$ cat config.mk
export PLATFORM = sky130hd
export DESIGN_NAME = pcgen_ysyx
export DESIGN_NICKNAME = d
export VERILOG_FILES = /design/src/rtl/pcgen_ysyx.sv
export SDC_FILE = /design/constraint.sdc
export NUM_CORES = 1
export LEC_CHECK = 0
export CAP_MARGIN = 20
export CORE_ASPECT_RATIO = 1.4
export CORE_MARGIN = 8
export CORE_UTILIZATION = 33
export CTS_CLUSTER_DIAMETER = 40
export DETAILED_ROUTE_END_ITERATION = 10
export GPL_TIMING_DRIVEN = 0
export PLACE_DENSITY = 0.71
export SLEW_MARGIN = 20
export SYNTH_ARGS = -nofsm -noshare
export SYNTH_HDL_FRONTEND = slang
export SYNTH_SLANG_ARGS = --single-unit
$ cat constraint.sdc
create_clock -name clk -period 5.3 [get_ports clk]
set_input_delay 1.325 -clock clk [delete_from_list [all_inputs] [get_ports clk]]
set_output_delay 1.325 -clock clk [all_outputs]
set_load 0.03 [all_outputs]
$ cat src/rtl/pcgen_ysyx.sv
// pcgen_ysyx: fetch PC generator for the NPC front end.
// Holds the architectural fetch PC and presents it to the IFU over a
// valid/ready handshake. Redirect sources are prioritised trap > mret > branch.
// A redirect that arrives while the current request is stalled is parked
// in a pending register until the request fires.
module pcgen_ysyx #(
  parameter int              XLEN     = 32,
  parameter logic [XLEN-1:0] RESET_PC = 32'h80000000,
  parameter int              IALIGN   = 4
) (
  input  logic            clk,
  input  logic            rst_n,
  input  logic            trap_valid,
  input  logic [XLEN-1:0] trap_vec,
  input  logic            mret_valid,
  input  logic [XLEN-1:0] mret_pc,
  input  logic            br_valid,
  input  logic            br_jalr,
  input  logic [XLEN-1:0] br_pc,
  input  logic [XLEN-1:0] br_rs1,
  input  logic [XLEN-1:0] br_imm,
  input  logic            halt,
  input  logic            pc_ready,
  output logic            pc_valid,
  output logic [XLEN-1:0] pc,
  output logic            flush,
  output logic            misalign_valid,
  output logic [XLEN-1:0] misalign_addr
);

  // IALIGN is a power of two, so the modulo check reduces to a mask test.
  localparam logic [XLEN-1:0] ALIGN_MASK = XLEN'(IALIGN - 1);
  localparam logic [XLEN-1:0] STEP       = XLEN'(IALIGN);

  typedef enum logic [1:0] {
    BOOT = 2'd0,
    RUN  = 2'd1,
    PEND = 2'd2,
    HALT = 2'd3
  } state_t;

  state_t          state;
  logic [XLEN-1:0] pend;
  logic            halt_req;

  logic [XLEN-1:0] br_base;
  logic [XLEN-1:0] br_sum;
  logic [XLEN-1:0] br_tgt;
  logic            br_misaligned;
  logic            active;
  logic            redir;
  logic            mis_sel;
  logic [XLEN-1:0] tgt;
  logic            fire;
  logic            halting;

  // Branch/jump target; jalr clears bit 0 of the sum.
  assign br_base       = br_jalr ? br_rs1 : br_pc;
  assign br_sum        = br_base + br_imm;
  assign br_tgt        = br_jalr ? {br_sum[XLEN-1:1], 1'b0} : br_sum;
  assign br_misaligned = |(br_tgt & ALIGN_MASK);

  // Redirects are only meaningful before the generator has halted.
  assign active  = (state != HALT);
  assign fire    = pc_valid & pc_ready;
  // A halt seen now or latched during an earlier stall ends fetching at fire.
  assign halting = halt | halt_req;

  // Select the highest-priority redirect; a misaligned branch is rejected.
  always_comb begin
    redir   = 1'b0;
    mis_sel = 1'b0;
    tgt     = '0;
    if (active) begin
      if (trap_valid) begin
        redir = 1'b1;
        tgt   = trap_vec;
      end else if (mret_valid) begin
        redir = 1'b1;
        tgt   = mret_pc;
      end else if (br_valid) begin
        tgt = br_tgt;
        if (br_misaligned) begin
          mis_sel = 1'b1;
        end else begin
          redir = 1'b1;
        end
      end
    end
  end

  // Control FSM with registered handshake, PC, flush and misalign outputs.
  always_ff @(posedge clk) begin
    if (!rst_n) begin
      state          <= BOOT;
      pc             <= RESET_PC;
      pc_valid       <= 1'b0;
      pend           <= '0;
      halt_req       <= 1'b0;
      flush          <= 1'b0;
      misalign_valid <= 1'b0;
      misalign_addr  <= '0;
    end else begin
      flush          <= 1'b0;
      misalign_valid <= mis_sel;
      if (mis_sel) begin
        misalign_addr <= br_tgt;
      end
      unique case (state)
        BOOT: begin
          if (halt) begin
            state    <= HALT;
            pc_valid <= 1'b0;
          end else begin
            state    <= RUN;
            pc_valid <= 1'b1;
            if (redir) begin
              pc    <= tgt;
              flush <= 1'b1;
            end
          end
        end
        RUN: begin
          if (fire) begin
            if (halting) begin
              state    <= HALT;
              pc_valid <= 1'b0;
              halt_req <= 1'b0;
            end else if (redir) begin
              pc    <= tgt;
              flush <= 1'b1;
            end else begin
              pc <= pc + STEP;
            end
          end else begin
            // Stalled: pc must stay put, so a redirect is parked.
            if (halt) begin
              halt_req <= 1'b1;
            end
            if (redir) begin
              pend  <= tgt;
              state <= PEND;
            end
          end
        end
        PEND: begin
          if (fire) begin
            if (halting) begin
              state    <= HALT;
              pc_valid <= 1'b0;
              halt_req <= 1'b0;
            end else begin
              pc    <= redir ? tgt : pend;
              flush <= 1'b1;
              state <= RUN;
            end
          end else begin
            if (halt) begin
              halt_req <= 1'b1;
            end
            // Latest redirect wins.
            if (redir) begin
              pend <= tgt;
            end
          end
        end
        HALT: begin
          pc_valid <= 1'b0;
        end
        default: begin
          state    <= BOOT;
          pc_valid <= 1'b0;
        end
      endcase
    end
  end

endmodule

==> results of run 1 <==
routing by layer:
layer / global-route usage / share of wire
met3: 0.0468 / 0.073
met2: 0.419 / 0.50
met4: 0.136 / 0.049
met5: 0 / 0.00026
met1: 0.258 / 0.38
sequential cells by signal, summed over array words and instances (netlist names):
name and cells:
halt_req 1, flush 1, misalign_addr 32, pend 32, pc 32, state 2, pc_valid 1, misalign_valid 1
synthesized netlist by cell type, drive strengths merged (4+ instances only):
| library cell | instances | share of area |
|---|---|---|
| a21o | 19 | 0.019 |
| nor3 | 27 | 0.017 |
| o211ai | 6 | 0.0058 |
| a22o | 6 | 0.0068 |
| a221oi | 16 | 0.019 |
| and2 | 11 | 0.0089 |
| buf | 19 | 0.012 |
| xnor2 | 24 | 0.027 |
| xor2 | 24 | 0.027 |
| dfxtp | 102 | 0.26 |
| nand4 | 12 | 0.0097 |
| a311oi | 5 | 0.0056 |
| mux2 | 32 | 0.046 |
| clkbuf | 54 | 0.026 |
| o21ai | 83 | 0.054 |
| a31oi | 16 | 0.014 |
| nor2 | 98 | 0.047 |
| o31ai | 11 | 0.013 |
| a32oi | 5 | 0.0056 |
| a31o | 4 | 0.0045 |
| inv | 15 | 0.0073 |
| a211oi | 11 | 0.011 |
| nand3 | 41 | 0.026 |
| and3 | 8 | 0.0064 |
| or3 | 5 | 0.0047 |
| ha | 36 | 0.058 |
| o21bai | 5 | 0.0048 |
| o21a | 10 | 0.0097 |
| nand2 | 152 | 0.073 |
| a22oi | 17 | 0.016 |
| a221o | 10 | 0.013 |
| nor2b | 5 | 0.0040 |
| nand2b | 10 | 0.0090 |
| and4 | 5 | 0.0056 |
| a21oi | 110 | 0.071 |
critical path, cell delays in order:
cell	delay [ns]
sky130_fd_sc_hd__buf_2	0.15
sky130_fd_sc_hd__clkbuf_1	0.63
sky130_fd_sc_hd__mux2_2	0.42
sky130_fd_sc_hd__ha_1	0.34
sky130_fd_sc_hd__a21o_1	0.21
sky130_fd_sc_hd__a221oi_2	0.40
sky130_fd_sc_hd__a21o_2	0.27
sky130_fd_sc_hd__o211a_1	0.22
sky130_fd_sc_hd__o31a_1	0.26
sky130_fd_sc_hd__o21ai_2	0.10
sky130_fd_sc_hd__xor2_1	0.18
sky130_fd_sc_hd__a221oi_1	0.59
sky130_fd_sc_hd__a22oi_1	0.14
area by class of cell:
| cell class | instances | area (µm²) |
|---|---|---|
| buffer | 73 | 297 |
| multi-input combinational | 864 | 5380 |
| clock buffer | 11 | 253 |
| clock inverter | 3 | 45.0 |
| tap | 306 | 383 |
| sequential | 102 | 2040 |
| timing repair buffer | 233 | 2330 |
| fill | 2306 | 12400 |
| inverter | 16 | 60.1 |
placed cells by master (no fill, tap or decap), types with 4 or more instances in the layout:
cell type                         synthesis  final
sky130_fd_sc_hd__buf_2                   11     11
sky130_fd_sc_hd__a221o_1                 10     10
sky130_fd_sc_hd__xnor2_1                 24     24
sky130_fd_sc_hd__and3_1                   8      8
sky130_fd_sc_hd__a21oi_1                110    110
sky130_fd_sc_hd__nand2_1                152    152
sky130_fd_sc_hd__o21ai_0                 76     76
sky130_fd_sc_hd__o21bai_1                 5      5
sky130_fd_sc_hd__nor2_1                  98     98
sky130_fd_sc_hd__or3_1                    4      4
sky130_fd_sc_hd__clkbuf_16                0      9
sky130_fd_sc_hd__clkbuf_1                54     53
sky130_fd_sc_hd__a31oi_1                 15     15
sky130_fd_sc_hd__a21o_1                  18     18
sky130_fd_sc_hd__nand3_1                 41     41
sky130_fd_sc_hd__a22oi_1                 17     17
sky130_fd_sc_hd__ha_1                    36     36
sky130_fd_sc_hd__a22o_1                   6      6
sky130_fd_sc_hd__nor2b_1                  5      5
sky130_fd_sc_hd__a32oi_1                  5      5
sky130_fd_sc_hd__inv_1                   15     15
sky130_fd_sc_hd__dfxtp_1                102    102
sky130_fd_sc_hd__and2_1                  11     11
sky130_fd_sc_hd__xor2_1                  24     24
sky130_fd_sc_hd__a311oi_1                 5      5
sky130_fd_sc_hd__mux2_2                  32     32
sky130_fd_sc_hd__o21ai_1                  6      6
sky130_fd_sc_hd__o21a_1                  10     10
sky130_fd_sc_hd__nand4_1                 12     12
sky130_fd_sc_hd__a221oi_1                15     15
sky130_fd_sc_hd__clkdlybuf4s50_1          0    233
sky130_fd_sc_hd__buf_1                    7      7
sky130_fd_sc_hd__nor3_1                  27     27
sky130_fd_sc_hd__o31ai_1                  8      8
sky130_fd_sc_hd__a211oi_1                10     10
sky130_fd_sc_hd__and4_1                   5      5
sky130_fd_sc_hd__nand2b_1                 9      9
sky130_fd_sc_hd__o211ai_1                 6      6
power groups by stage:
stage / Sequential, mW / Clock [mW] / Combinational [mW]
finish: 1.19 / 0.697 / 2.32
floorplan: 1.36 / 0 / 1.19
detailed placement: 1.20 / 0 / 2.27
CTS: 1.19 / 0.695 / 2.28
global placement: 1.20 / 0 / 2.26
global route: 1.22 / 0.725 / 2.48
through the flow:
stage,std cells,instance area [µm²]
6_report,1608,10800
5_1_grt,1608,10800
4_1_cts,1608,10800
3_5_place_dp,1594,10500
3_3_place_gp,1594,10500
2_1_floorplan,1055,7760
worst max path at each step:
stage                     slack, ns  endpoint
final                          0.26    pc[28]
after global routing            0.1    pc[28]
after CTS                      0.02    pc[25]
after detailed placement      -0.34    pc[25]
after global placement        -0.27    pc[25]
after floorplan                0.81    pc[28]
logic make-up (layout without fill, tap and decap cells):
| family | after synthesis | in the layout | synth area share |
|---|---|---|---|
| xor gates and xnor gates | 48 | 48 | 0.0541 |
| DFF | 102 | 102 | 0.263 |
| buffers and inverters | 89 | 336 | 0.0458 |
| and+or+nand+nor | 387 | 387 | 0.227 |
| muxes | 35 | 35 | 0.0503 |
| AOI/OAI and AO/OA | 357 | 357 | 0.299 |
| adders and majority gates | 37 | 37 | 0.0606 |
what timing repair did:
item | in CTS | in global routing
endpoints found under the setup margin | 0 | 10
buffers inserted | 0 | 0
resized for setup | 0 | 3
==> impl_summary.md, run 1 <==
Synth
The total of flip-flops plus latches after synthesis is 102. Counting every instance in the synthesized netlist gives 1,055. The fraction of synthesis flops using an asynchronous set or reset pin is 0. In this run, synthesis inferred 0 flip-flops with an integrated enable. The number of warnings reported in the yosys synthesis log is 0. The count of different cell masters after synthesis is 72. The number of nets in the synthesized netlist is 1,260. Dividing the synthesized area by the synthesized cell count gives 7.36 µm². The cell area after synthesis is 0.00776 mm². The share of the yosys chip area belonging to registers is 0.263. Among all flip-flop cells after synthesis, the most frequent one is sky130_fd_sc_hd__dfxtp_1.

Global routing
The via count of the first global-routing pass is 9,150. The initial antenna violation count is 1. The first global-routing pass estimated 53,000 µm of wire. The total overflow reported by the global router is 0. Entering global routing, the biggest net connects 16 pins. The combined global-route utilization of all metal layers is 0.235.

CTS
The clock net sink count is 102. In this run, post-CTS hold repair placed 0 buffers. The clock latency on the worst-skew pair is 0.36 ns.

Counting along the longest clock path gives a buffer depth of 2. The total CTS buffers is 9. After clock tree synthesis, the clock-pin slew on the worst setup and hold paths is 0.07 ns.

The CTS H-tree depth is 3. The root buffer cell chosen for the clock tree is sky130_fd_sc_hd__clkbuf_16. The clock tree from TritonCTS is done.

Pwr
The part of the total power dissipated in sequential elements is 0.283. After layout, the design draws a total of 4.21 mW. Of the total power, the share spent switching nets is 0.474.

The design internal power is 2.21 mW. Dividing total power by cell area gives a power density of 390 mW/mm². The worst IR drop on VDD is 0.171 mV. The clock network fraction of design power is 0.166. Of the total power, combinational logic draws 0.551. The net switching component of the power is 2.00 mW. Summed over all cells, the static leakage comes to 3.94 nW.

Timing
The transition time at the pin with the least slew margin is 0.805 ns. Counting I/O delays and the setup requirement, the final critical path takes 5.04 ns. The relative slew slack is 0.463. The count of pins over their slew limit is 0.

Across all setup checks in the final design, the least slack found is 0.257 ns. The number of hold violations in the final report is 0. Setup violations remaining at the end of the flow were counted as 0. Between clock sinks in the finished design, the worst skew comes to 0.0115 ns. The part of the cycle the worst path needs is 0.951.

The setup TNS is 0 ns. Setup repair after global routing left no endpoint under its margin. Static timing analysis puts the maximum clock frequency at 198 MHz.

The minimum hold slack is 0.454 ns.

Finish
Measured on the finished design, the core utilization comes to 0.465. In the final layout, the share of cells above drive strength 1 is 0.0607. 0 antenna diodes ended up in the layout.

The growth of design area from synthesis to finish is 38.9%. After the last flow step, the layout net total stands at 1,504.

Route
Using the TritonRoute via totals, the vias-per-cell ratio works out to 5.70. Summed over all layers, the routed wires come to 35,200 µm. In the routed design, unresolved DRC markers number 0. The detail route stage leaves a number of antenna-violating nets equal to 0. The detailed router finished its first iteration with 861 violations. The number of iterations in the first detailed-routing pass is 5. The wire length per cell is 21.9 µm. The detailed router placed 9,168 vias in this run.

Placement
The half-perimeter wire length after placement is 28,800 µm. Buffers placed on the I/O ports in this run total 233. The congestion estimate from routability-driven global placement came to 0.987. The worst slack at placement is -0.344 ns.

Worst setup path
The kind of capture point of the worst setup path is a flip-flop. The critical register-to-register path startpoint is state[1]. The critical path class is input pin to flip-flop. The terminus of the critical flop-to-flop path is pc[1]. Along the worst path, the maximum fanout reaches 10.

For the worst flop-to-flop path, the logic depth is 9. The startpoint type of the worst setup path is an input pin. The required time of the worst setup path is 5.49 ns. For the worst setup path, the data arrival time is 5.24 ns.

In this run the worst setup path begins at br_jalr. The setup check on the worst reg-to-reg path leaves a slack of 1.93 ns.

Min path
In this run the most critical hold path is launched from misalign_addr[7]. Counting instances, the worst hold path has a depth of 2. The path with the worst hold slack has its endpoint at misalign_addr[7]. The worst min-delay path category is flip-flop to flip-flop.

Floorplanning
During I/O placement, the number of pins put on the boundary was 235. After floorplanning, the core was sized to cover 0.0232 mm². After floorplanning, the core was divided into 66 placement rows. From bottom edge to top edge, the die measures 198 µm.

The effective utilization at floorplan is 0.335. The die width is 146 µm. The die area is 0.0288 mm².

Outcome
The run finished with clean final reports.

Job
The tool flagged a number of max-cap violations equal to 0.
(Power assumes the default switching activity.)
==> inputs of run 2 (changes only) <==
- CORE_UTILIZATION: 33 -> 55
- DONT_BUFFER_PORTS: default -> 1
- PLACE_DENSITY: 0.71 -> 0.81
==> impl_summary.md, run 2 (synthesized netlist as in run 1, its figures left out) <==
Finish
From synthesis to final layout, the design area changed by 6.98%. The final design area excluding fillers is 0.00831 mm² (-23%). The non-filler instance count after layout is 1,257 (-22%). In the layout the commonest cells are 152 x sky130_fd_sc_hd__nand2_1, 110 x sky130_fd_sc_hd__a21oi_1, 102 x sky130_fd_sc_hd__dfxtp_1, 98 x sky130_fd_sc_hd__nor2_1, 76 x sky130_fd_sc_hd__o21ai_0. Leaving out fill and tap cells, the most frequent cell in the layout is sky130_fd_sc_hd__nand2_1. The utilization of the core after routing came to 0.600 (+0.135). The net total in the final layout is 1,271 (-15%). The fraction of final layout cells sized beyond drive strength 1 was 0.0756 (+0.0150). In the final layout, the registers with the most flip-flops are misalign_addr: 32 flops, pc: 32 flops, pend: 32 flops.

CTS
The CTS H-tree depth came to 3 (unchanged). The total CTS buffers is 9 (unchanged). The clock-pin slew reported for the worst setup and hold paths after clock tree synthesis is 0.08 ns (about the same). The deepest clock path buffer count is 2 (unchanged). The clock tree from TritonCTS is done. The clock net sink count is 102 (unchanged). The tree is rooted in a sky130_fd_sc_hd__clkbuf_16. The number of buffers inserted by hold repair at cts is 0 (unchanged). The clock latency on the worst-skew pair came to 0.36 ns (about the same).

Floorplanning
The die area was 0.0182 mm² (-37%). The core area is 0.0138 mm² (-40%). The number of I/O pins is 235 (unchanged). The overall die height is 157 µm (-21%). The count of standard-cell rows was 51 (-23%). The die width is 116 µm (-20%). The effective utilization at floorplan is 0.561 (+0.226).

Timing
The maximum operating frequency is 198 MHz (about the same). The count of endpoints failing setup in the final report is 0 (unchanged). The part of the cycle the worst path needs is 0.952 (about the same). The final worst setup slack is 0.255 ns (-0.00231 ns).

The final critical path time including I/O delays and setup is 5.04 ns (+0.00231 ns). The relative slew slack came to 0.378 (-0.0857). The count of pins over their slew limit is 0 (unchanged). Setup repair after global routing left no endpoint under its margin. The maximum clock skew at final layout was 0.00774 ns (-0.00373 ns). The transition time at the pin with the least slew margin is 0.933 ns (+0.129 ns). The number of hold violations in the final report was 0 (unchanged).

Route
The wire length per cell came to 26.0 µm (+19%). The number of routed nets with antenna violations was 0 (unchanged). The count of unresolved DRC violations after routing is 0 (unchanged). The number of iterations in the first detailed-routing pass is 5 (unchanged). The starting DRC count in detailed routing was 967 (+12%). The via count is 8,507 (-7.2%). The met3 routed wirelength was 3630 µm (+41%). The met2 wirelength from detailed routing was 15,700 µm (-11%). The routed via count divided by cell count is 6.77 (+19%).

Routed signal wires occupy layers up through met4. The met1 routed wirelength after detailed routing is 11,200 µm (-16%). The overall routed net length is 32,700 µm (-7.1%).

Worst setup path
The worst-case register-to-register setup slack came to 1.85 ns (-0.08 ns). The data arrival time of the critical path is 5.31 ns (+0.07 ns). The depth of the most critical reg-to-reg path is 9 (unchanged). The required time of the worst setup path is 5.56 ns (+0.07 ns). STA classifies the critical path startpoint as an input pin. The critical path starts at br_jalr. The critical register-to-register path startpoint is state[1]. The kind of capture point of the worst setup path is a flip-flop.

The largest fanout of any net on the critical path is 10 (unchanged). The terminus of the critical flop-to-flop path is pc[0]. The worst setup path is of the input pin to flip-flop kind.

The end point of the critical path is pc[25].

Global routing
The largest net degree at the start of global routing is 19 (+3). The total overflow reported by the global router is 0 (unchanged). The wire length of the first global-routing pass is 48,400 µm (-8.8%). The initial antenna violation count came to 1 (unchanged). The combined global-route utilization of all metal layers was 0.353 (+0.118). The via count of the first global-routing pass is 8,283 (-9.5%).

Placement
The total of buffers placed on input and output ports is 0 (-100%). The worst slack at placement is -0.224 ns (+0.120 ns). The cell area after placement is 0.00800 mm² (-24%).

The placer congestion estimate came to 0.998 (+1.1%). The number of instances in the placed design came to 1,240 (-22%). The half-perimeter wire length after placement was 25,800 µm (-10%).

Min path
The worst hold path belongs to the class flip-flop to flip-flop.

Outcome
The flow ran to the end, and the final reports show no timing, DRC or antenna violations.

Pwr
The power density over cell area is 472 mW/mm² (+21%). The worst IR drop on VDD was 0.219 mV (+28%). The static leakage power is 3.06 nW (-22%).

Job
The count of max-cap constraint violations is 0 (unchanged).
run 2: critical path: stages:
cell	delay [ns]
sky130_fd_sc_hd__buf_2	0.16
sky130_fd_sc_hd__clkbuf_2	0.34
sky130_fd_sc_hd__mux2_2	0.41
sky130_fd_sc_hd__fa_1	0.58
sky130_fd_sc_hd__o31ai_2	0.66
sky130_fd_sc_hd__nand2_1	0.40
sky130_fd_sc_hd__nand2_1	0.19
sky130_fd_sc_hd__clkbuf_1	0.52
sky130_fd_sc_hd__a21oi_1	0.08
sky130_fd_sc_hd__o21ai_1	0.17
sky130_fd_sc_hd__and4b_1	0.24
sky130_fd_sc_hd__nor2_1	0.06
sky130_fd_sc_hd__o21a_1	0.18
run 2: power breakdown:
group	leakage, nW	total (mW)	switching [mW]	internal [mW]
clock	0.147	0.719	0.345	0.373
combinational	2.08	1.76	1.19	0.568
sequential	0.834	1.44	0.469	0.974
total	3.06	3.92	2.01	1.91
run 2: through the flow:
| stage | power [mW] | TNS, ns | hold slack, ns |
|---|---|---|---|
| 2_1_floorplan | 2.56 | 0 | 0.433 |
| 3_3_place_gp | 3.13 | -2.88 | 0.443 |
| 3_5_place_dp | 3.14 | -2.44 | 0.447 |
| 4_1_cts | 3.84 | 0 | 0.458 |
| 5_1_grt | 4.10 | 0 | 0.484 |
| 6_report | 3.92 | 0 | 0.461 |
run 2: repair_timing:
item                       in CTS  in global routing
resized for setup               0                  2
setup buffers                   0                  0
setup endpoints to repair       0                  6
run 2: worst min-delay path by stage:
stage | from | slack (ns) | end | cells past startpoint
global route | pend[18] | 0.48 | pend[18] | 2
floorplan | pend[11] | 0.43 | pend[11] | 2
detailed placement | pend[18] | 0.45 | pend[18] | 2
finish | pend[18] | 0.46 | pend[18] | 2
CTS | pend[18] | 0.46 | pend[18] | 2
global placement | pend[10] | 0.44 | pend[10] | 2
run 2: metal layers:
layer  vias up  GRT usage
li1       3894          -
met1      3914      0.372
met2       548      0.597
met3       151      0.108
met4         0      0.221
met5         -          0
run 2: final cells by class:
cell class,instances,area (µm²)
Clock inverter,7,81.3
Clock buffer,9,225
Tap cell,185,231
Antenna cell,1,2.50
Inverter,16,60.1
Sequential cell,102,2040
Fill cell,1372,5540
Multi-Input combinational cell,864,5370
Buffer,73,297
